--- src/rtl/ahbl_irq_ctrl.sv ---
// AHB-Lite interrupt controller: edge/level latching, per-source mask and priority, claim/complete handshake (IRQC_SYNC_EN adds a 2-flop input synchronizer).
// Latency: IRQ_SRC to IRQ is 2 cycles, or 4 with IRQC_SYNC_EN; register reads are returned in the data phase.
// Backpressure: none, HREADYOUT is tied high (zero wait states).
module ahbl_irq_ctrl #(
    parameter int NSRC   = 8,
    parameter int PRIO_W = 2
) (
    input  logic                HCLK,
    input  logic                HRESET,
    input  logic [31:0]         HADDR,
    input  logic [1:0]          HTRANS,
    input  logic [2:0]          HSIZE,
    input  logic                HWRITE,
    input  logic                HREADY,
    input  logic                HSEL,
    input  logic [31:0]         HWDATA,
    output logic                HREADYOUT,
    output logic [31:0]         HRDATA,
    input  logic [NSRC-1:0]     IRQ_SRC,
    output logic                IRQ,
    output logic [4:0]          IRQ_ID
);

    localparam int PW = NSRC * PRIO_W;

    localparam logic [2:0] REG_PEND   = 3'd0;
    localparam logic [2:0] REG_ENABLE = 3'd1;
    localparam logic [2:0] REG_EDGE   = 3'd2;
    localparam logic [2:0] REG_CLAIM  = 3'd3;
    localparam logic [2:0] REG_PRIO   = 3'd4;
    localparam logic [2:0] REG_STATUS = 3'd5;

    typedef enum logic {ST_IDLE, ST_INSVC} state_t;

    state_t            state;
    logic              dp_vld;
    logic              dp_wr;
    logic [2:0]        dp_sel;
    logic [NSRC-1:0]   pend_r;
    logic [NSRC-1:0]   en_r;
    logic [NSRC-1:0]   edge_r;
    logic [PW-1:0]     prio_r;
    logic [4:0]        cur_id;
    logic              irq_r;
    logic [NSRC-1:0]   s;
    logic [NSRC-1:0]   s_d;

    logic [NSRC-1:0]   cand;
    logic [PRIO_W-1:0] best_prio;
    logic [4:0]        win_id;
    logic [NSRC-1:0]   win_oh;
    logic              wr_pend;
    logic              wr_claim;
    logic              rd_claim;
    logic              claim_take;
    logic [NSRC-1:0]   clr_mask;
    logic [NSRC-1:0]   pend_nxt;
    logic              unused_bits;

    assign unused_bits = ^{HSIZE, HADDR[31:5], HADDR[1:0], HTRANS[0], HWDATA};

`ifdef IRQC_SYNC_EN
    logic [NSRC-1:0] sync_q1;
    logic [NSRC-1:0] sync_q2;

    always_ff @(posedge HCLK or posedge HRESET) begin
        if (HRESET) begin
            sync_q1 <= '0;
            sync_q2 <= '0;
        end else begin
            sync_q1 <= IRQ_SRC;
            sync_q2 <= sync_q1;
        end
    end

    assign s = sync_q2;
`else
    assign s = IRQ_SRC;
`endif

    assign wr_pend    = dp_vld &  dp_wr & (dp_sel == REG_PEND);
    assign wr_claim   = dp_vld &  dp_wr & (dp_sel == REG_CLAIM);
    assign rd_claim   = dp_vld & ~dp_wr & (dp_sel == REG_CLAIM);
    assign claim_take = rd_claim & (state == ST_IDLE) & (win_id != 5'd0);

    assign cand = pend_r & en_r;

    // Strict '>' keeps the lowest index on ties and rejects priority 0.
    always_comb begin
        best_prio = '0;
        win_id    = '0;
        win_oh    = '0;
        for (int i = 0; i < NSRC; i++) begin
            if (cand[i] && (prio_r[i*PRIO_W +: PRIO_W] > best_prio)) begin
                best_prio = prio_r[i*PRIO_W +: PRIO_W];
                win_id    = 5'(i + 1);
                win_oh    = '0;
                win_oh[i] = 1'b1;
            end
        end
    end

    // Edge bits: new rising edge beats any clear in the same cycle; level bits just mirror s.
    assign clr_mask = (wr_pend ? HWDATA[NSRC-1:0] : '0) | (claim_take ? win_oh : '0);
    assign pend_nxt = (edge_r & ((pend_r & ~clr_mask) | (s & ~s_d))) | (~edge_r & s);

    always_ff @(posedge HCLK or posedge HRESET) begin
        if (HRESET) begin
            dp_vld <= 1'b0;
            dp_wr  <= 1'b0;
            dp_sel <= '0;
            pend_r <= '0;
            en_r   <= '0;
            edge_r <= '0;
            prio_r <= '0;
            s_d    <= '0;
            state  <= ST_IDLE;
            cur_id <= '0;
            irq_r  <= 1'b0;
        end else begin
            dp_vld <= HSEL & HTRANS[1] & HREADY;
            dp_wr  <= HWRITE;
            dp_sel <= HADDR[4:2];
            pend_r <= pend_nxt;
            s_d    <= s;

            if (dp_vld && dp_wr && dp_sel == REG_ENABLE) en_r   <= HWDATA[NSRC-1:0];
            if (dp_vld && dp_wr && dp_sel == REG_EDGE)   edge_r <= HWDATA[NSRC-1:0];
            if (dp_vld && dp_wr && dp_sel == REG_PRIO)   prio_r <= HWDATA[PW-1:0];

            case (state)
                ST_IDLE: begin
                    if (claim_take) begin
                        state  <= ST_INSVC;
                        cur_id <= win_id;
                        irq_r  <= 1'b0;
                    end else begin
                        irq_r  <= (win_id != 5'd0);
                    end
                end
                ST_INSVC: begin
                    irq_r <= 1'b0;
                    if (wr_claim && (HWDATA[4:0] == cur_id)) begin
                        state  <= ST_IDLE;
                        cur_id <= '0;
                    end
                end
                default: state <= ST_IDLE;
            endcase
        end
    end

    always_comb begin
        HRDATA = '0;
        if (dp_vld && !dp_wr) begin
            case (dp_sel)
                REG_PEND:   HRDATA[NSRC-1:0] = pend_r;
                REG_ENABLE: HRDATA[NSRC-1:0] = en_r;
                REG_EDGE:   HRDATA[NSRC-1:0] = edge_r;
                REG_CLAIM:  if (state == ST_IDLE) HRDATA[4:0] = win_id;
                REG_PRIO:   HRDATA[PW-1:0]   = prio_r;
                REG_STATUS: begin
                    HRDATA[0]   = (state == ST_INSVC);
                    HRDATA[8:4] = cur_id;
                end
                default: HRDATA = '0;
            endcase
        end
    end

    assign HREADYOUT = 1'b1;
    assign IRQ       = irq_r;
    assign IRQ_ID    = (state == ST_IDLE) ? win_id : cur_id;

endmodule

--- config.mk ---
export PLATFORM = sky130hd
export DESIGN_NAME = ahbl_irq_ctrl
export DESIGN_NICKNAME = d
export VERILOG_FILES = /design/src/rtl/ahbl_irq_ctrl.sv
export SDC_FILE = /design/constraint.sdc
export NUM_CORES = 1
export LEC_CHECK = 0
export CORE_MARGIN = 10
export CORE_UTILIZATION = 31
export CTS_BUF_LIST = sky130_fd_sc_hd__clkbuf_8
export DETAILED_ROUTE_END_ITERATION = 10
export MAX_ROUTING_LAYER = met4
export PLACE_DENSITY = 0.54
export SLEW_MARGIN = 30
export SYNTH_ARGS = -nofsm -noshare
export SYNTH_HDL_FRONTEND = slang
export SYNTH_SLANG_ARGS = --single-unit
--- constraint.sdc ---
create_clock -name HCLK -period 12.6 [get_ports HCLK]
set_input_delay 3.15 -clock HCLK [delete_from_list [all_inputs] [get_ports HCLK]]
set_output_delay 3.15 -clock HCLK [all_outputs]
set_load 0.01 [all_outputs]
==> run_summary.xml <==
<?xml version="1.0" encoding="UTF-8"?>
<metrics>
  <group name="status">
    <metric name="outcome" unit="">completed</metric>
  </group>
  <group name="timing">
    <metric name="final.min_clock_period" unit="ns">12.02</metric>
    <metric name="worst-slew-pin-transition" unit="ns">0.825</metric>
    <metric name="report.final.slew_viol_count" unit="">0</metric>
    <metric name="setup-tns-final" unit="ns">0</metric>
    <metric name="max_freq" unit="MHz">83.2</metric>
    <metric name="hold_viol" unit="">0</metric>
    <metric name="relSlewSlack" unit="%">45.0</metric>
    <metric name="timing.clock.skew" unit="ns">0.00872</metric>
    <metric name="finalSetupViolCount" unit="">0</metric>
    <metric name="finalCritPeriodShare" unit="%">95.4</metric>
  </group>
  <group name="final_layout">
    <metric name="final_cell_mix" unit="">sky130_fd_sc_hd__dfrtp_1 (59), sky130_fd_sc_hd__nand2_1 (49), sky130_fd_sc_hd__clkdlybuf4s50_1 (45), sky130_fd_sc_hd__mux2_2 (34), sky130_fd_sc_hd__buf_4 (22)</metric>
    <metric name="drive_above_1_share" unit="%">24.7</metric>
    <metric name="num_antenna_cells" unit="">0</metric>
    <metric name="final_design_area_no_fill" unit="µm²">4810</metric>
    <metric name="post-route-util" unit="%">41.8</metric>
    <metric name="syn2layout_area_growth" unit="%">31.0</metric>
    <metric name="net_count_final" unit="">536</metric>
    <metric name="layout_commonest_cell" unit="">sky130_fd_sc_hd__dfrtp_1</metric>
  </group>
  <group name="power">
    <metric name="clockPowerShare" unit="%">31.0</metric>
    <metric name="p_sw" unit="mW">0.207</metric>
    <metric name="power_report.internal_total" unit="mW">0.434</metric>
    <metric name="ir_worst_vdd" unit="mV">0.0530</metric>
    <metric name="netSwitchingFraction" unit="%">32.3</metric>
    <metric name="p_comb_share" unit="%">32.1</metric>
    <metric name="leakage_dissipation" unit="nW">2.14</metric>
    <metric name="fin_total_pwr" unit="mW">0.642</metric>
    <metric name="power_per_cell_area" unit="nW/µm²">133</metric>
    <metric name="seqPwrFrac" unit="%">36.9</metric>
  </group>
  <group name="run">
    <metric name="cap_viol_max_count" unit="">0</metric>
  </group>
  <group name="clocking">
    <metric name="cts_buffers" unit="">9</metric>
    <metric name="clock_path_buffers" unit="">2</metric>
    <metric name="clk-insertion-delay-late" unit="ns">0.35</metric>
    <metric name="cts_tree" unit="">yes</metric>
    <metric name="cts.clk_slew.worst_paths" unit="ns">0.07</metric>
    <metric name="clock_tree_root" unit="">sky130_fd_sc_hd__clkbuf_8</metric>
    <metric name="cts_htree_levels" unit="">3</metric>
    <metric name="cts_sinks" unit="">59</metric>
  </group>
  <group name="setup_path">
    <metric name="worstReg2RegStart" unit="">en_r[0]</metric>
    <metric name="critical_path.endpoint_type" unit="">output pin</metric>
    <metric name="path_max_fanout" unit="">5</metric>
    <metric name="critical-path-top-delay-family" unit="">simple AND/OR/NAND/NOR gates</metric>
    <metric name="timing.rr.end" unit="">cur_id[2]</metric>
    <metric name="critical_path_arrival" unit="ns">8.87</metric>
    <metric name="worst_path_max_delay_cell" unit="">sky130_fd_sc_hd__dfrtp_1</metric>
    <metric name="timing.critical_path.required" unit="ns">9.45</metric>
    <metric name="critical_path_start_end_classification" unit="">flip-flop to output pin</metric>
    <metric name="cp-start-kind" unit="">flip-flop</metric>
    <metric name="worst-r2r-setup-slack" unit="ns">3.72</metric>
    <metric name="worst-r2r-cell-count" unit="">42</metric>
    <metric name="cpPeakStageDelay" unit="ns">0.42</metric>
    <metric name="critical_path.n_buffers_inverters" unit="">3</metric>
    <metric name="cp_common_cell" unit="">sky130_fd_sc_hd__ha_1</metric>
  </group>
  <group name="logic_synthesis">
    <metric name="synthesis.area_per_instance" unit="µm²">9.98</metric>
    <metric name="synth_enable_flop_cells" unit="">0</metric>
    <metric name="synth_async_sr_flop_share" unit="%">100</metric>
    <metric name="synth_cell_types" unit="">68</metric>
    <metric name="yosys_warnings" unit="">0</metric>
    <metric name="synth_seq_area_share" unit="%">40.2</metric>
    <metric name="synth_area" unit="µm²">3670</metric>
    <metric name="ys.flop_type" unit="">sky130_fd_sc_hd__dfrtp_1</metric>
    <metric name="post_synth_inst_count" unit="">368</metric>
    <metric name="register_bit_total_from_synthesis" unit="">59</metric>
  </group>
  <group name="route">
    <metric name="route.final.wire_length" unit="mm">10.8</metric>
    <metric name="antenna_left" unit="">0</metric>
    <metric name="routed_wirelength_normalized_by_instance_count" unit="µm">18.3</metric>
    <metric name="vias_per_instance" unit="">5.13</metric>
    <metric name="drtIter0Drc" unit="">180</metric>
    <metric name="drcViolationCount" unit="">0</metric>
    <metric name="via_count" unit="">3038</metric>
    <metric name="drt_pass1_iterations" unit="">4</metric>
  </group>
  <group name="global_routing">
    <metric name="gr_util_all_layers" unit="%">13.2</metric>
    <metric name="grt_max_degree" unit="">60</metric>
    <metric name="overflow" unit="">0</metric>
    <metric name="global_route_wire_length_before_repair" unit="mm">16.7</metric>
    <metric name="antenna_found_initial" unit="">0</metric>
    <metric name="first_global_vias" unit="">3110</metric>
  </group>
  <group name="place">
    <metric name="dp_hpwl" unit="mm">8.14</metric>
    <metric name="numPortBuffers" unit="">53</metric>
    <metric name="place.gp.congestion" unit="">0.879</metric>
    <metric name="dpl-instance-area" unit="µm²">4440</metric>
  </group>
  <group name="floorplanning">
    <metric name="initial_utilization" unit="%">31.9</metric>
    <metric name="core_area" unit="µm²">11500</metric>
    <metric name="top_level_ports" unit="">121</metric>
    <metric name="floorplan.die_area" unit="µm²">16600</metric>
    <metric name="placementRows" unit="">39</metric>
    <metric name="die_height" unit="µm">129</metric>
    <metric name="die_width" unit="µm">129</metric>
  </group>
  <group name="min_path">
    <metric name="worstHoldStart" unit="">s_d[5]</metric>
    <metric name="worstHoldEndpoint" unit="">pend_r[5]</metric>
    <metric name="hp_class" unit="">flip-flop to flip-flop</metric>
    <metric name="min_path_cells" unit="">3</metric>
  </group>
</metrics>
-- routing by layer --
| layer | track usage (%) | wire length (µm) | vias up |
|---|---|---|---|
| li1 | - | - | 1450 |
| met1 | 16.0 | 4890 | 1501 |
| met2 | 22.0 | 5320 | 75 |
| met3 | 2.30 | 468 | 12 |
| met4 | 4.21 | 129 | 0 |
| met5 | - | 0 | - |
-- cell usage after synthesis, types with 2 or more instances --
library cell | instances | area, µm²
sky130_fd_sc_hd__mux2_2 | 34 | 383
sky130_fd_sc_hd__o32a_1 | 2 | 20.0
sky130_fd_sc_hd__o21ai_0 | 8 | 40.0
sky130_fd_sc_hd__xnor2_1 | 4 | 35.0
sky130_fd_sc_hd__mux4_2 | 5 | 113
sky130_fd_sc_hd__nand4_1 | 3 | 18.8
sky130_fd_sc_hd__a21o_1 | 2 | 15.0
sky130_fd_sc_hd__nor3_1 | 7 | 35.0
sky130_fd_sc_hd__a2111oi_0 | 4 | 35.0
sky130_fd_sc_hd__buf_2 | 2 | 10.0
sky130_fd_sc_hd__conb_1 | 2 | 7.51
sky130_fd_sc_hd__o22ai_1 | 2 | 12.5
sky130_fd_sc_hd__a22o_1 | 2 | 17.5
sky130_fd_sc_hd__a31o_2 | 3 | 26.3
sky130_fd_sc_hd__buf_4 | 18 | 135
sky130_fd_sc_hd__a21boi_0 | 2 | 15.0
sky130_fd_sc_hd__inv_1 | 16 | 60.1
sky130_fd_sc_hd__o221ai_1 | 2 | 17.5
sky130_fd_sc_hd__a2111oi_4 | 2 | 55.1
sky130_fd_sc_hd__clkbuf_1 | 5 | 18.8
sky130_fd_sc_hd__ha_1 | 10 | 125
sky130_fd_sc_hd__nand3_1 | 10 | 50.1
sky130_fd_sc_hd__and2_1 | 10 | 62.6
sky130_fd_sc_hd__a211oi_1 | 3 | 22.5
sky130_fd_sc_hd__o2111ai_1 | 3 | 26.3
sky130_fd_sc_hd__nor2b_1 | 9 | 56.3
sky130_fd_sc_hd__and3_1 | 4 | 25.0
sky130_fd_sc_hd__nor4_1 | 3 | 18.8
sky130_fd_sc_hd__a21oi_1 | 15 | 75.1
sky130_fd_sc_hd__or4_1 | 2 | 15.0
sky130_fd_sc_hd__nand2_1 | 49 | 184
sky130_fd_sc_hd__dfrtp_1 | 59 | 1480
sky130_fd_sc_hd__mux2i_1 | 4 | 40.0
sky130_fd_sc_hd__a221oi_1 | 2 | 17.5
sky130_fd_sc_hd__nor2_1 | 23 | 86.3
sky130_fd_sc_hd__and3_2 | 2 | 15.0
sky130_fd_sc_hd__nand2b_1 | 4 | 25.0
-- power by group through the flow --
stage          Sequential (mW)  Combinational, mW  Clock (mW)
3_3_place_gp             0.238              0.180           0
2_1_floorplan            0.227              0.134           0
4_1_cts                  0.236              0.190       0.203
5_1_grt                  0.240              0.229       0.211
3_5_place_dp             0.239              0.185           0
6_report                 0.237              0.206       0.199
-- tightest hold or removal path, stage by stage (launching register included) --
cell	delay [ns]
sky130_fd_sc_hd__dfrtp_1	0.32
sky130_fd_sc_hd__nand2_1	0.05
sky130_fd_sc_hd__nand2_1	0.05
sky130_fd_sc_hd__nand2_1	0.04
-- timing repair --
action / 4_1_cts / 5_1_grt
hold buffers: 0 / 0
setup buffers: 0 / 1
endpoints found under the setup margin: 8 / 8
gates cloned: 0 / 0
pin swaps: 2 / 5
gates resized for setup: 7 / 22
-- layout make-up --
cell class | instances | area (µm²)
inverters | 16 | 60.1
well taps | 143 | 179
clock inverters | 5 | 76.3
flip-flops and latches | 59 | 1480
multi-input cells | 282 | 2140
fillers | 1155 | 6710
clock buffers | 11 | 151
repair buffers | 76 | 729
-- state kept, by name, indices dropped and copies added (netlist names) --
register,cells
cur_id,4
state,1
dp_vld,1
pend_r,8
prio_r,16
dp_sel,3
s_d,8
IRQ,1
edge_r,8
dp_wr,1
en_r,8
-- kinds of logic (layout without fill, tap and decap cells) --
group | count (synthesis) | after routing | synth area share (%)
buffers and inverters | 43 | 108 | 6.51
adder cells (fa/ha/maj) | 11 | 11 | 3.68
multiplexers | 43 | 43 | 14.6
flip-flops | 59 | 59 | 40.2
AND/OR/NAND/NOR | 140 | 140 | 19.6
other | 2 | 18 | 0.205
AO/OA/AOI/OAI | 66 | 66 | 14.3
XOR/XNOR | 4 | 4 | 0.954
-- how the worst max path moves through the flow --
| stage | start | endpoint | slack [ns] | depth (start not counted) |
|---|---|---|---|---|
| 6_report | en_r[0] | HRDATA[1] | 0.58 | 42 |
| 5_1_grt | en_r[0] | HRDATA[1] | -0.005 | 42 |
| 4_1_cts | en_r[0] | HRDATA[1] | 0.02 | 43 |
| 3_5_place_dp | en_r[0] | HRDATA[0] | 0.01 | 40 |
| 3_3_place_gp | en_r[0] | HRDATA[0] | 0.17 | 40 |
| 2_1_floorplan | prio_r[1] | HRDATA[0] | 1.03 | 42 |
-- metrics by stage --
step	worst slack (ns)	cells	hold WS [ns]
floorplan	1.03	384	0.474
global placement	0.174	574	0.490
detailed placement	0.0121	574	0.491
CTS	0.0174	590	0.504
global route	-0.00505	592	0.517
finish	0.579	592	0.503
Power figures use the tool's default switching activity.
